**src/rtl/tri_raster_pkg.sv**
```systemverilog
// tri_raster_pkg: FSM states, vertex type and edge-function width helper shared by the triangle rasteriser.
package tri_raster_pkg;
  localparam int MAX_W = 12;
  typedef enum logic [2:0] {IDLE, LOAD1, LOAD2, SETUP, SCAN, DONE} state_t;
  typedef struct packed {
    logic [MAX_W-1:0] x;
    logic [MAX_W-1:0] y;
  } vertex_t;
  function automatic int edge_w(input int cw);
    return 2 * cw + 3;
  endfunction
endpackage

```
**src/rtl/tri_edge_eval.sv**
```systemverilog
// tri_edge_eval: three signed edge functions of a candidate point and a winding-independent inside flag.
module tri_edge_eval
  import tri_raster_pkg::*;
#(
  parameter int COORD_W = 3
) (
  input  logic [COORD_W-1:0] i_x0,
  input  logic [COORD_W-1:0] i_y0,
  input  logic [COORD_W-1:0] i_x1,
  input  logic [COORD_W-1:0] i_y1,
  input  logic [COORD_W-1:0] i_x2,
  input  logic [COORD_W-1:0] i_y2,
  input  logic [COORD_W-1:0] i_px,
  input  logic [COORD_W-1:0] i_py,
  output logic               o_inside
);
  localparam int EW = edge_w(COORD_W);
  logic signed [EW-1:0] w_e0, w_e1, w_e2;
  logic w_nonneg, w_nonpos;
  function automatic logic signed [EW-1:0] edge_fn(
    input logic [COORD_W-1:0] xa, ya, xb, yb, px, py
  );
    logic signed [EW-1:0] dx, dy, ex, ey;
    dx = $signed(EW'(px)) - $signed(EW'(xa));
    dy = $signed(EW'(py)) - $signed(EW'(ya));
    ex = $signed(EW'(xb)) - $signed(EW'(xa));
    ey = $signed(EW'(yb)) - $signed(EW'(ya));
    return dx * ey - dy * ex;
  endfunction
  assign w_e0 = edge_fn(i_x0, i_y0, i_x1, i_y1, i_px, i_py);
  assign w_e1 = edge_fn(i_x1, i_y1, i_x2, i_y2, i_px, i_py);
  assign w_e2 = edge_fn(i_x2, i_y2, i_x0, i_y0, i_px, i_py);
  assign w_nonneg = !w_e0[EW-1] && !w_e1[EW-1] && !w_e2[EW-1];
  assign w_nonpos = (w_e0[EW-1] || w_e0 == '0) && (w_e1[EW-1] || w_e1 == '0) &&
                    (w_e2[EW-1] || w_e2 == '0);
  assign o_inside = w_nonneg || w_nonpos;
endmodule

```
**src/rtl/triangle_raster_stream.sv**
```systemverilog
// triangle_raster_stream: captures three vertices, scans their bounding box and streams inside points.
// Optional point counter output pcnt enabled by defining TRI_POINT_COUNT_EN.
module triangle_raster_stream
  import tri_raster_pkg::*;
#(
  parameter int COORD_W = 3
) (
  input  logic               clk,
  input  logic               reset,
  input  logic               nt,
  input  logic [COORD_W-1:0] xi,
  input  logic [COORD_W-1:0] yi,
  input  logic               po_ready,
  output logic               busy,
  output logic               po,
  output logic [COORD_W-1:0] xo,
  output logic [COORD_W-1:0] yo,
  output logic               done
`ifdef TRI_POINT_COUNT_EN
  ,
  output logic [2*COORD_W:0] pcnt
`endif
);
  state_t r_state, w_next;
  vertex_t r_v0, r_v1, r_v2, r_hi, r_cur, w_lo, w_hi, w_in;
  logic [MAX_W-1:0] r_xmin;
  logic r_end, r_po;
  logic [COORD_W-1:0] r_xo, r_yo;
  logic w_inside, w_drain, w_adv;
  function automatic logic [MAX_W-1:0] min3(input logic [MAX_W-1:0] a, b, c);
    return (a < b) ? ((a < c) ? a : c) : ((b < c) ? b : c);
  endfunction
  function automatic logic [MAX_W-1:0] max3(input logic [MAX_W-1:0] a, b, c);
    return (a > b) ? ((a > c) ? a : c) : ((b > c) ? b : c);
  endfunction
  assign w_in = '{x: MAX_W'(xi), y: MAX_W'(yi)};
  assign w_lo = '{x: min3(r_v0.x, r_v1.x, r_v2.x), y: min3(r_v0.y, r_v1.y, r_v2.y)};
  assign w_hi = '{x: max3(r_v0.x, r_v1.x, r_v2.x), y: max3(r_v0.y, r_v1.y, r_v2.y)};
  tri_edge_eval #(.COORD_W(COORD_W)) u_edge (
    .i_x0    (r_v0.x[COORD_W-1:0]),
    .i_y0    (r_v0.y[COORD_W-1:0]),
    .i_x1    (r_v1.x[COORD_W-1:0]),
    .i_y1    (r_v1.y[COORD_W-1:0]),
    .i_x2    (r_v2.x[COORD_W-1:0]),
    .i_y2    (r_v2.y[COORD_W-1:0]),
    .i_px    (r_cur.x[COORD_W-1:0]),
    .i_py    (r_cur.y[COORD_W-1:0]),
    .o_inside(w_inside)
  );
  // a candidate is consumed only when the output register is empty or draining this cycle
  assign w_drain = r_po && po_ready;
  assign w_adv   = (r_state == SCAN) && !r_end && (!r_po || po_ready);
  always_ff @(posedge clk) r_state <= reset ? w_next : IDLE;
  always_comb begin
    w_next = r_state;
    case (r_state)
      IDLE:    w_next = nt ? LOAD1 : IDLE;
      LOAD1:   w_next = LOAD2;
      LOAD2:   w_next = SETUP;
      SETUP:   w_next = SCAN;
      SCAN:    w_next = (r_end && (!r_po || po_ready)) ? DONE : SCAN;
      DONE:    w_next = IDLE;
      default: w_next = IDLE;
    endcase
    busy = (r_state == LOAD1) || (r_state == LOAD2) || (r_state == SETUP) || (r_state == SCAN);
    done = (r_state == DONE);
  end
  always_ff @(posedge clk) begin
    if (!reset) begin
      r_v0   <= '0;
      r_v1   <= '0;
      r_v2   <= '0;
      r_hi   <= '0;
      r_cur  <= '0;
      r_xmin <= '0;
      r_end  <= 1'b0;
      r_po   <= 1'b0;
      r_xo   <= '0;
      r_yo   <= '0;
    end else begin
      if (r_state == IDLE && nt) r_v0 <= w_in;
      if (r_state == LOAD1) r_v1 <= w_in;
      if (r_state == LOAD2) r_v2 <= w_in;
      if (r_state == SETUP) begin
        r_xmin <= w_lo.x;
        r_hi   <= w_hi;
        r_cur  <= w_lo;
        r_end  <= 1'b0;
      end
      if (w_drain) r_po <= 1'b0;
      if (w_adv) begin
        if (w_inside) begin
          r_po <= 1'b1;
          r_xo <= r_cur.x[COORD_W-1:0];
          r_yo <= r_cur.y[COORD_W-1:0];
        end
        // compare before incrementing so an all-ones coordinate never wraps
        if (r_cur.x == r_hi.x) begin
          r_cur.x <= r_xmin;
          if (r_cur.y == r_hi.y) r_end <= 1'b1;
          else r_cur.y <= r_cur.y + 1'b1;
        end else begin
          r_cur.x <= r_cur.x + 1'b1;
        end
      end
    end
  end
  assign po = r_po;
  assign xo = r_xo;
  assign yo = r_yo;
`ifdef TRI_POINT_COUNT_EN
  logic [2*COORD_W:0] r_pcnt;
  always_ff @(posedge clk) begin
    if (!reset || (r_state == IDLE && nt)) r_pcnt <= '0;
    else if (w_drain) r_pcnt <= r_pcnt + 1'b1;
  end
  assign pcnt = r_pcnt;
`endif
endmodule

```
**config.mk**
```make
export PLATFORM = sky130hd
export DESIGN_NAME = triangle_raster_stream
export DESIGN_NICKNAME = d
export VERILOG_FILES = /design/src/rtl/tri_raster_pkg.sv /design/src/rtl/tri_edge_eval.sv /design/src/rtl/triangle_raster_stream.sv
export SDC_FILE = /design/constraint.sdc
export NUM_CORES = 1
export LEC_CHECK = 0
export BUFFER_PORTS_ARGS = -buffer_cell sky130_fd_sc_hd__clkbuf_2
export CORE_AREA = 2 2 134 136
export CTS_BUF_LIST = sky130_fd_sc_hd__clkbuf_8
export CTS_CLUSTER_SIZE = 8
export DETAILED_ROUTE_END_ITERATION = 8
export DIE_AREA = 0 0 136 138
export PLACE_DENSITY_LB_ADDON = 0.05
export SLEW_MARGIN = 20
export SYNTH_ARGS = -nofsm -noshare
export SYNTH_HDL_FRONTEND = slang
export SYNTH_SLANG_ARGS = --single-unit
```
**constraint.sdc**
```tcl
create_clock -name clk -period 7.8 [get_ports clk]
set_input_delay 0.78 -clock clk [delete_from_list [all_inputs] [get_ports clk]]
set_output_delay 0.78 -clock clk [all_outputs]
set_load 0.005 [all_outputs]
```
# Yosys cells after proc, flatten, opt, wreduce, memory -nomap -nowiden
# Index checks and enable logic that the tools add are counted.
dict set report totals {
  input_bits 10
  word_cells 113
  register_bits 89
}
dict set report op_classes {
  n_lt_le_gt_ge 12
  eq_ne 7
  reduce_logical 28
  multipliers 6
  add_sub_neg 17
  mux 27
}
# operator n
set op_table {}
lappend op_table {{$mul 9x9->9} 6}
lappend op_table {{$mux 24} 2}
lappend op_table {{$sub 3x3->4} 12}
lappend op_table {{$mux 12} 3}
lappend op_table {{$mux 3} 12}
lappend op_table {{$logic_not 9->1} 3}
lappend op_table {{$sub 9x9->9} 3}
lappend op_table {{$add 12x1->12 const B} 2}
lappend op_table {{$eq 12x12->1} 2}
lappend op_table {{$gt 3x3->1} 6}
lappend op_table {{$lt 3x3->1} 6}
lappend op_table {{$pmux 3 s5} 1}
lappend op_table {{$logic_and 1x1->1} 9}
lappend op_table {{$mux 1} 9}
lappend op_table {{$logic_or 1x1->1} 8}
lappend op_table {{$eq 3x2->1 const B} 2}
lappend op_table {{$eq 3x3->1 const B} 2}
lappend op_table {{$logic_not 1->1} 5}
lappend op_table {{$eq 3x1->1 const B} 1}
lappend op_table {{$logic_not 3->1} 1}
lappend op_table {{$reduce_and 2->1} 1}
lappend op_table {{$reduce_bool 2->1} 1}

# Logic depth before layout (Yosys ltp)
# Gate-level depths: netlist (run 1).
dict set report logic_depth {
  depth_word 10
  ltp_mapped 26
  mapped_depth_nobuf 25
}

# Cells and area by module
# Synthesis (run 1) repeated with hierarchy kept, for this count alone.
dict set report hier_totals {
  cells_unflattened 1014
  hier_area_um2 8807.2
}
# module cells_each instances area_per_inst_um2
set by_module_without_submodules {}
lappend by_module_without_submodules {tri_edge_eval 598 1 5397.7}
lappend by_module_without_submodules {triangle_raster_stream 416 1 3409.5}

# Least setup slack after synthesis (run 1)
# Ideal clock, no wire load.
dict set report synth_timing {
  path_kind {register to register}
  start {register r_v1[1] (netlist name)}
  end {register r_xo[0] (netlist: xo[0])}
  arrival_ps 5880
  slack_ps 1848
  n_path_buf 1
  path_stages_with_launch 21
  required_ps 7728
  synth_period_minus_slack_ps 5952
  setup_ps 72
  path_cell_list {dfxtp_1 -> inv_1 -> fa_1 -> fa_1 -> and2_1 -> fa_1 -> inv_1 -> fa_1 -> inv_1 -> fa_1 -> fa_1 -> ha_1 -> ha_1 -> o21ai_0 -> o21ba_2 -> o21ai_0 -> xor2_1 -> a221oi_1 -> nand4bb_1 -> buf_2 -> mux2i_1}
}
dict set report synth_via {
  elab_chain_len 9
  elab_cells_between_ends 20
  classes_between {add/sub: 5; mul: 3; reduce/logical: 12}
}
# element line
set synth_lines {}
lappend synth_lines {{start: declaration} triangle_raster_stream.sv:25} ;# vertex_t r_v0, r_v1, r_v2, r_hi, r_cur, w_lo, w_hi, w_in;
lappend synth_lines {{start signal: assignment} triangle_raster_stream.sv:82} ;# if (r_state == LOAD1) r_v1 <= w_in;
lappend synth_lines {{$sub 3x3->4 (on tied branches)} {tri_edge_eval.sv:27, tri_edge_eval.sv:25}}
lappend synth_lines {{$mul 9x9->9} tri_edge_eval.sv:28} ;# return dx * ey - dy * ex;
lappend synth_lines {{$sub 9x9->9} tri_edge_eval.sv:28}
lappend synth_lines {{$logic_not 9->1} tri_edge_eval.sv:34} ;# assign w_nonpos = (w_e0[EW-1] || w_e0 == '0) && (w_e1[EW-1] || w_e1 == '0) &&
lappend synth_lines {{$logic_or 1x1->1} tri_edge_eval.sv:34}
lappend synth_lines {{$logic_and 1x1->1 (2 in series)} tri_edge_eval.sv:34}
lappend synth_lines {{$logic_or 1x1->1 (*)} tri_edge_eval.sv:36} ;# assign o_inside = w_nonneg || w_nonpos;
lappend synth_lines {{$reduce_and 2->1 (no line) (*)} n/a}
lappend synth_lines {{end signal: assignment} triangle_raster_stream.sv:94} ;# r_xo <= r_cur.x[COORD_W-1:0];
lappend synth_lines {{end: declaration} triangle_raster_stream.sv:28} ;# logic [COORD_W-1:0] r_xo, r_yo;
# Every way passes the cells marked *; elsewhere a longest branch is shown, timed or not.
# A chain may end at the register's enable or synchronous reset.

# Final worst setup path (run 1)
dict set report layout_timing {
  start {register r_v1[1] (netlist name)}
  end {register r_po (netlist: po)}
}
dict set report layout_via {
  elab_chain_len 10
  elab_cells_between_ends 21
  classes_between {add/sub: 5; mul: 3; mux: 2; reduce/logical: 11}
}
# element line
set layout_lines {}
lappend layout_lines {{$sub 3x3->4 (on tied branches)} {tri_edge_eval.sv:27, tri_edge_eval.sv:25}}
lappend layout_lines {{$mul 9x9->9} tri_edge_eval.sv:28}
lappend layout_lines {{$sub 9x9->9} tri_edge_eval.sv:28}
lappend layout_lines {{$logic_not 9->1} tri_edge_eval.sv:34}
lappend layout_lines {{$logic_or 1x1->1} tri_edge_eval.sv:34}
lappend layout_lines {{$logic_and 1x1->1 (2 in series)} tri_edge_eval.sv:34}
lappend layout_lines {{$logic_or 1x1->1 (*)} tri_edge_eval.sv:36}
lappend layout_lines {{$mux 1 (*)} triangle_raster_stream.sv:92} ;# if (w_inside) begin
lappend layout_lines {{$mux 1 (*)} triangle_raster_stream.sv:91} ;# if (w_adv) begin
lappend layout_lines {{end signal: assignment} triangle_raster_stream.sv:77} ;# r_po <= 1'b0;
lappend layout_lines {{end signal: assignment} triangle_raster_stream.sv:90} ;# if (w_drain) r_po <= 1'b0;
lappend layout_lines {{end signal: assignment} triangle_raster_stream.sv:93} ;# r_po <= 1'b1;
lappend layout_lines {{end: declaration} triangle_raster_stream.sv:27} ;# logic r_end, r_po;
# Marked as above.

==> run metrics, run 1 <==
First DRT Iteration DRCs=281; final non-filler cell total=1224; Final Cycle Share=88.55%; Post-Syn Instances=976; gr ovfl total=0; met1 global-route usage=31.83%; vias in the first global route=6334; total leakage power=0.004274 uW; status=completed; number of max-slew violations in the final report=0; count of standard-cell rows=49; Worst VDD drop=0.0005148 V; floorplan die area=18770 sq um; critical setup path kind=register to register; Synth Warn #=0; routing layer with the top usage in global route=met2; maximum operating frequency=0.1448 GHz; flop and latch count out of synthesis=62; most common cell after layout, fill and taps aside=sky130_fd_sc_hd__inv_1; DRC viols=0; final net count=1222; post-detail-place hpwl=15700 microns; post-route ant nets=0; series of cell instances along the critical path=inv_1 -> fa_1 -> fa_1 -> and2_1 -> fa_1 -> inv_1 -> fa_1 -> inv_1 -> fa_1 -> fa_1 -> ha_1 -> ha_1 -> o21ai_0 -> o21ba_2 -> o21ai_0 -> xor2_1 -> a221oi_1 -> nand4bb_1 -> a21boi_0; layout overhead on the synthesized area=6.314%; largest net degree at the start of global routing=69; clock latency at the later pin of the worst-skew pair=0.34 ns; Setup crit start kind=register; CP Data Arrival Time=7.16 ns; syn nets=1206; clock share of power=6.9%; Max Cap Viol=0; GR met3 Demand/Resource=2.897%; layout filler cell count=1752; Netlist cell types=53; starting utilization of the core area=48.82%; Critical Path Fanout Max=7; 1st-pass router iterations=5; Inserted Clock Buffers=9; cell area after technology mapping=8561 sq um; Routability Congestion=0.8860; buffers inserted during post-CTS setup optimization=0; unrepaired setup endpoints after global routing=false; setup clock skew after layout=0.009173 ns; Min-Delay Path Class=register to register; Resized cells post-CTS=0; share of post-route cells with drive strength above 1=5.025%; Internal Dissipation=2045 uW; Max transition margin=39.73%; number of synthesized flops with an enable pin=0; ports placed on the boundary=19; routed via count divided by cell count=5.136; detail-routed net length per standard cell=15.38 microns; Clk pin slew, worst setup/hold paths=0.07 ns; area of the placeable core=17530 sq um; Horiz. Die Dim=136 microns; Top FF cell, synth=sky130_fd_sc_hd__dfxtp_1; total global routing track utilization=21.30%; initial antenna violation count=0; sinks on the clock net=62; Pwr per Cell Area=448.0 nW/um^2; number of buffer cells added on primary ports=18; number of buffers added to fix hold violations after cts=0; CTS Root Buffer Type=sky130_fd_sc_hd__clkbuf_8; worst setup timing slack at the placement stage=0.8840 ns; sum of negative setup slack=0 ns; Clock Path Buffers=2; global-route wire length before repair=31880 microns; slowest stage cell on the critical path=sky130_fd_sc_hd__fa_1; hold violation total from the final report=0; die outline height=138 microns; mean instance size in the synthesized netlist=8.771 sq um; clock tree from TritonCTS=built; met2 track demand over resource in global routing=33.43%; setup ws final=0.8934 ns; worst slew pin tran=0.9013 ns; Finish-stage setup viols=0; Placed Instances=1210; routed vias=6287; switch share=49.85%; net switching power=2032 uW; data required time at the worst endpoint=8.05 ns; total number of H-tree levels=3; sequential share of the synthesized area=14.50%; combinational share of power=84.7%; leading cell types in the layout, fill and taps excluded=159 x sky130_fd_sc_hd__inv_1, 115 x sky130_fd_sc_hd__ha_1, 105 x sky130_fd_sc_hd__fa_1, 78 x sky130_fd_sc_hd__nor2_1, 63 x sky130_fd_sc_hd__nand2_1; post-route minimum period=6.907 ns; async set-reset flop share out of synthesis=0%; most used cell, CP=sky130_fd_sc_hd__fa_1; sequential power share=8.4%; Detailed Route WL=18820 microns; total inserted antenna cells=0; slowest stage delay, CP=0.61 ns; Worst setup EP type=register
## kinds of logic (layout without fill, tap and decap cells)
family	count (synthesis)	count (layout)	share of synthesized area [%]
XOR/XNOR	50	50	5.115
AO/OA/AOI/OAI	158	158	11.77
multiplexers	11	11	1.301
adder cells (fa/ha/maj)	220	220	41.36
buffers and inverters	176	195	7.776
flip-flops	62	62	14.50
AND/OR/NAND/NOR	299	299	18.18
## cell usage after synthesis, drive strengths merged, types with 4 or more instances
cell type    n  area share [%]
nor4         4            0.29
fa         105              25
xnor2       34             3.5
or3b         7            0.72
dfxtp       62              14
or3          5            0.37
buf          4            0.23
o21ai       30             1.8
clkbuf      15            0.66
and3b        4            0.41
nand3b       6            0.53
nor3        11            0.64
o22ai        7            0.51
nand3        9            0.53
nor2        78             3.4
or2          8            0.58
or4          5            0.44
ha         115              17
nand2b      15             1.2
nand2       63             2.8
and2        20             1.5
nor2b       40             2.9
a21oi       49             2.9
and3        13            0.95
a31oi        6            0.44
o21bai       4            0.35
a21boi      19             1.7
a21o        14             1.2
xor2        16             1.6
inv        157             6.9
mux2i       10             1.2
nand4        5            0.37
## layout make-up
| class | instances | area, sq um | area share [%] |
|---|---|---|---|
| multi-input combinational | 738 | 6660 | 73.18 |
| clock inverter | 3 | 37.54 | 0.4124 |
| inverter | 157 | 589.3 | 6.475 |
| sequential | 62 | 1241 | 13.64 |
| timing repair buffer | 24 | 135.1 | 1.485 |
| clock buffer | 11 | 151.4 | 1.663 |
| tap | 229 | 286.5 | 3.148 |
## metrics by stage
step           total power [uW]  hold slack, ns  util [%]  cell area [sq um]
3_3_place_gp               3840          0.4552     50.83               8912
6_report                   4077          0.4633     51.91               9101
4_1_cts                    4158          0.4705     51.91               9101
5_1_grt                    4621          0.4948     51.91               9101
2_1_floorplan              3040          0.4437         -               8561
3_5_place_dp               3817          0.4611     50.83               8912
## worst max-delay path: cells and delay by family (launching register included)
kind	cells	cell delay, ns
AND/OR/NAND/NOR	2	0.81
XOR/XNOR	1	0.23
adder cells (fa/ha/maj)	8	3.73
flip-flops	1	0.45
buffers and inverters	3	0.35
AO/OA/AOI/OAI	5	1.22
## power by group through the flow
stage                     clock network [uW]  logic, uW  registers, uW
after floorplan                            0       2700            344
after global placement                     0       3490            349
after global routing                     306       3970            343
final                                    282       3450            342
after CTS                                294       3520            341
after detailed placement                   0       3470            349
## routing by layer
| layer | wire length, microns | share of wire, % | vias to the layer above |
|---|---|---|---|
| li1 | - | - | 3230 |
| met1 | 9574 | 51 | 2971 |
| met2 | 8557 | 45 | 71 |
| met3 | 482 | 2.6 | 15 |
| met4 | 209 | 1.1 | 0 |
| met5 | 0 | 0 | - |
## flip-flops by register name (all words and copies together), names as in the netlist
signal,flops
r_cur,24
r_hi,6
r_v0,6
r_v1,6
r_v2,6
r_state,3
r_xmin,3
xo,3
yo,3
po,1
r_end,1
## final timing paths
kind / endpoint / slack [ns] / depth (start not counted) / from
max reg2reg: po / 0.89 / 19 / r_v1[1]
min: yo[0] / 0.46 / 2 / yo[0]
max: po / 0.89 / 19 / r_v1[1]
min reg2reg: yo[0] / 0.46 / 2 / yo[0]
Note: power is estimated with default switching activity, not from simulation.
==> run 2, diff against run 1 <==
- ABC_AREA: unset -> 1
- CORE_AREA: 2 2 134 136 -> 2 2 117 164
- DIE_AREA: 0 0 136 138 -> 0 0 119 166
==> run 2 against run 1 <==
Worst hold slack improved by 0.0053 ns. Clock-buffer cell count fell by 1. Cell area is 4.8% higher. Sequential share of layout area decreased by 0.62 points. Synthesized area grew 5.1%. Synthesized cell count increased by 25%.
==> run metrics, run 2 <==
status=completed; setup clock skew after layout=0.006605 ns; detail-routed net length per standard cell=14.49 microns; Setup crit start kind=register; data required time at the worst endpoint=8.02 ns; Inserted Clock Buffers=9; Top FF cell, synth=sky130_fd_sc_hd__dfxtp_1; global-route wire length before repair=37050 microns; buffers inserted during post-CTS setup optimization=0; cell area after technology mapping=9001 sq um; vias in the first global route=7876; worst slew pin tran=0.9069 ns; clock tree from TritonCTS=built; sum of negative setup slack=0 ns; largest family of logic cells by synthesized area=adder cells; layout overhead on the synthesized area=5.936%; initial antenna violation count=0; synth top area cells=sky130_fd_sc_hd__fa_1 23%, sky130_fd_sc_hd__ha_1 16%, sky130_fd_sc_hd__dfxtp_1 14%; most common cell after layout, fill and taps aside=sky130_fd_sc_hd__inv_1; Detailed Route WL=21490 microns; number of max-slew violations in the final report=0; leading cell types in the layout, fill and taps excluded=271 x sky130_fd_sc_hd__inv_1, 213 x sky130_fd_sc_hd__nand2_1, 115 x sky130_fd_sc_hd__ha_1, 108 x sky130_fd_sc_hd__nor2_1, 105 x sky130_fd_sc_hd__fa_1; die outline height=166 microns; routed via count divided by cell count=5.096; First DRT Iteration DRCs=287; mean instance size in the synthesized netlist=7.366 sq um; Clock Path Buffers=2; most used cell, CP=sky130_fd_sc_hd__inv_1; flop and latch count out of synthesis=62; number of synthesized flops with an enable pin=0; critical setup path kind=register to register; Netlist cell types=40; largest area contributor in the netlist=sky130_fd_sc_hd__fa_1; Clk pin slew, worst setup/hold paths=0.07 ns; Horiz. Die Dim=119 microns; ports placed on the boundary=19; share of post-route cells with drive strength above 1=5.085%; flip-flop count of the largest register after layout=24; Resized cells post-CTS=0; Synth top area share=23.35%; Post-Syn Instances=1222; CP Data Arrival Time=6.85 ns; Finish-stage setup viols=0; DRC viols=0; hold violation total from the final report=0; floorplan die area=19750 sq um; slowest stage cell on the critical path=sky130_fd_sc_hd__fa_1; most frequent cell after synthesis=sky130_fd_sc_hd__inv_1; sinks on the clock net=62; total inserted antenna cells=0; count of standard-cell rows=59; sequential share of the synthesized area=13.79%; number of buffers added to fix hold violations after cts=0; starting utilization of the core area=48.97%; total global routing track utilization=23.18%; gr ovfl total=0; total number of H-tree levels=3; async set-reset flop share out of synthesis=0%; Worst setup EP type=register; syn nets=1452; slowest stage delay, CP=0.59 ns; post-detail-place hpwl=18270 microns; clock latency at the later pin of the worst-skew pair=0.35 ns; number of buffer cells added on primary ports=18; post-route ant nets=0; top cells by instance count after synthesis=269 x sky130_fd_sc_hd__inv_1, 213 x sky130_fd_sc_hd__nand2_1, 115 x sky130_fd_sc_hd__ha_1, 108 x sky130_fd_sc_hd__nor2_1, 105 x sky130_fd_sc_hd__fa_1; Max Cap Viol=0; Max transition margin=39.34%; Routability Congestion=0.8755; 1st-pass router iterations=4; area fraction in and, or, nand and nor cells after synthesis=21.73%; share of synthesized area spent on multiplexers=0%; routed vias=7558; xor-xnor portion of the synthesized cell area=2.141%; area of the placeable core=18380 sq um; final net count=1464; maximum operating frequency=0.1509 GHz; Critical Path Fanout Max=13; Min-Delay Path Class=register to register; arithmetic-cell share of the synthesized area counting full adders, half adders and majority gates=39.34%; Final Cycle Share=84.99%; Reg with most FFs=r_cur; largest net degree at the start of global routing=38; post-route minimum period=6.629 ns; Synth Warn #=0; complex-gate fraction of the synthesized area=10.47%; CTS Root Buffer Type=sky130_fd_sc_hd__clkbuf_8; unrepaired setup endpoints after global routing=false
-- run 2: area by class of cell --
| class | instances | area [sq um] |
|---|---|---|
| Clock buffer | 10 | 137.6 |
| Clock inverter | 6 | 77.57 |
| Fill cell | 1919 | 8846 |
| Inverter | 277 | 1045 |
| Multi-Input combinational cell | 865 | 6631 |
| Sequential cell | 62 | 1241 |
| Tap cell | 244 | 305.3 |
| Timing Repair Buffer | 19 | 97.59 |
-- run 2: final timing paths --
check             startpoint   endpoint  slack [ns]  cells past startpoint
setup / recovery    r_v2[13]         po        1.17                     29
hold / removal     r_xmin[0]  r_xmin[0]        0.47                      2
setup reg to reg    r_v2[13]         po        1.17                     29
hold reg to reg    r_xmin[0]  r_xmin[0]        0.47                      2
-- run 2: cells by family after synthesis --
logic type / Yosys count
xor+xnor: 22
flops: 62
buf+inv: 295
compound gates: 175
fa+ha+maj: 220
simple gates: 448
-- run 2: stage by stage --
step / utilization, % / area, sq um / std cells / setup slack (ns) / hold WS (ns)
CTS: 51.88 / 9535 / 1483 / 1.168 / 0.4671
detailed placement: 50.70 / 9320 / 1467 / 1.178 / 0.4552
finish: 51.88 / 9535 / 1483 / 1.171 / 0.4686
floorplan: - / 9001 / 1222 / 2.240 / 0.4422
global route: 51.88 / 9535 / 1483 / 0.6447 / 0.5082
global placement: 50.70 / 9320 / 1467 / 1.181 / 0.4547
-- run 2: critical path: cells and delay by family (launching register included) --
| kind | cells | cell delay, ns |
|---|---|---|
| adder cells (fa/ha/maj) | 7 | 3.05 |
| AND/OR/NAND/NOR | 13 | 1.80 |
| AO/OA/AOI/OAI | 2 | 0.70 |
| buffers and inverters | 7 | 0.50 |
| flip-flops | 1 | 0.44 |
-- run 2: per-layer routing --
metal  share of wire [%]  GRT usage [%]  vias up
li1                    -              -     3857
met1                  43          28.34     3577
met2                  53          42.93       89
met3                 1.8          1.545       35
met4                 2.3          7.505        0
met5                   0              0        -
Power of run 2 is not shown: default switching activity piles up to over one toggle a cycle in this logic, so the estimate is an artifact.
==> run 3, diff against run 2 <==
- clock period: 7.8 -> 5.72 ns (I/O delays scaled with it)
==> run 3 against run 2 <==
The flow now finishes with violations (negative setup slack). Sequential share of layout area is 1.6 points lower. First-iteration DRC count is 14% higher. Worst hold slack hardly changed. Clock skew is 0.0084 ns higher. Wire length is 7.7% higher. Die area stayed put. Clock-buffer cell count stayed put. Non-clock buffer count is 110 higher. Critical path depth is 1 lower. Cell area is 15% higher. Largest cell class unchanged.
==> run metrics, run 3 (same netlist as run 2, synthesis figures left out) <==
status=finished with violations; violations in the final reports=negative setup slack; setup ws final=-0.07312 ns; Largest delay share family, worst path=adder cells; Critical Path Fanout Max=7; Clk pin slew, worst setup/hold paths=0.08 ns; total global routing track utilization=24.44%; post-route ant nets=0; gr ovfl total=0; vias in the first global route=8274; worst slew pin tran=1.011 ns; maximum operating frequency=0.1726 GHz; Post-Route Hold Slack=0.4685 ns; most used cell, CP=sky130_fd_sc_hd__fa_1; CTS Root Buffer Type=sky130_fd_sc_hd__clkbuf_8; sum of negative setup slack=-0.4333 ns; layout overhead on the synthesized area=21.98%; detail-routed net length per standard cell=14.53 microns; 1st-pass router iterations=5; routed vias=8055; DRC viols=0; clock latency at the later pin of the worst-skew pair=0.35 ns; number of buffer cells added on primary ports=18; clock tree from TritonCTS=built; sinks on the clock net=62; flip-flop count of the largest register after layout=24; area of the placeable core=18380 sq um; die outline height=166 microns; number of buffers added to fix hold violations after cts=0; most common cell after layout, fill and taps aside=sky130_fd_sc_hd__inv_1; Finish-stage setup viols=7; initial antenna violation count=0; setup clock skew after layout=0.01502 ns; Worst setup EP type=register; slowest stage delay, CP=0.61 ns; data required time at the worst endpoint=5.96 ns; unrepaired setup endpoints after global routing=true; startpoint of the most critical hold path=xo[1]; CP Data Arrival Time=6.04 ns; Detailed Route WL=23140 microns; count of standard-cell rows=59; Setup crit start kind=register; hold violation total from the final report=0; post-route minimum period=5.793 ns; Max Cap Viol=0; Min-Delay Path Class=register to register; timing startpoint of the critical path=r_v1[0]; slowest stage cell on the critical path=sky130_fd_sc_hd__fa_2; layout filler cell count=1733; floorplan die area=19750 sq um; routed via count divided by cell count=5.056; Horiz. Die Dim=119 microns; total inserted antenna cells=0; worst reg2reg path startpoint=r_v1[0]; largest net degree at the start of global routing=38; share of post-route cells with drive strength above 1=20.46%; total number of H-tree levels=3; Clock Path Buffers=2; critical setup path kind=register to register; global-route wire length before repair=39090 microns; Inserted Clock Buffers=9; Max transition margin=32.41%; Reg with most FFs=r_cur; final net count=1574; post-detail-place hpwl=19200 microns; First DRT Iteration DRCs=326; buffers and inverters on the worst path=7; starting utilization of the core area=48.97%; leading cell types in the layout, fill and taps excluded=252 x sky130_fd_sc_hd__inv_1, 198 x sky130_fd_sc_hd__nand2_1, 106 x sky130_fd_sc_hd__buf_4, 100 x sky130_fd_sc_hd__nor2_1, 95 x sky130_fd_sc_hd__fa_1; Final Cycle Share=101.3%; number of max-slew violations in the final report=0; ports placed on the boundary=19; Routability Congestion=0.8693
## run 3: per-layer routing
layer	vias to the layer above	track usage, %	part of all wire [%]
li1	4082	-	-
met1	3839	28.56	41
met2	92	46.05	53
met3	42	2.507	2.0
met4	0	8.023	3.0
met5	-	0	0
## run 3: what timing repair did
| action | in CTS | in global routing |
|---|---|---|
| resized for setup | 76 | 39 |
| setup buffers | 4 | 2 |
| setup endpoints to repair | 7 | 7 |
| pin swaps | 58 | 32 |
| cloned | 1 | 0 |
## run 3: worst paths after layout
kind	endpoint	slack, ns	cells after the start
worst min register to register	xo[1]	0.47	2
worst max register to register	yo[1]	-0.07	28
worst min-delay path	xo[1]	0.47	2
worst max-delay path	yo[1]	-0.07	28
## run 3: worst reg2reg max path: cells and delay by family, from the launching register on
| family | cells | cell delay (ns) |
|---|---|---|
| fa+ha+maj | 9 | 3.64 |
| simple gates | 10 | 0.91 |
| buf+inv | 7 | 0.53 |
| flops | 1 | 0.37 |
| compound gates | 2 | 0.22 |
## run 3: stage by stage
step	instance area (sq um)	cells	setup slack [ns]	utilization (%)
5_1_grt	10980	1593	-0.3204	59.73
2_1_floorplan	9001	1222	0.1597	-
3_3_place_gp	10120	1570	-0.5234	55.05
4_1_cts	10810	1591	-0.1204	58.79
6_report	10980	1593	-0.07312	59.73
3_5_place_dp	10120	1570	-0.5250	55.05
## run 3: area by class of cell
cell class                      instances  area [sq um]  area share, %
Inverter                              277          1047          9.538
Multi-Input combinational cell        865          7168          65.29
Sequential cell                        62          1250          11.38
Tap cell                              244         305.3          2.781
Timing Repair Buffer                  129         984.7          8.969
Clock buffer                           10         137.6          1.254
Clock inverter                          6         86.33         0.7863
Power of run 3 is left out for the same reason.
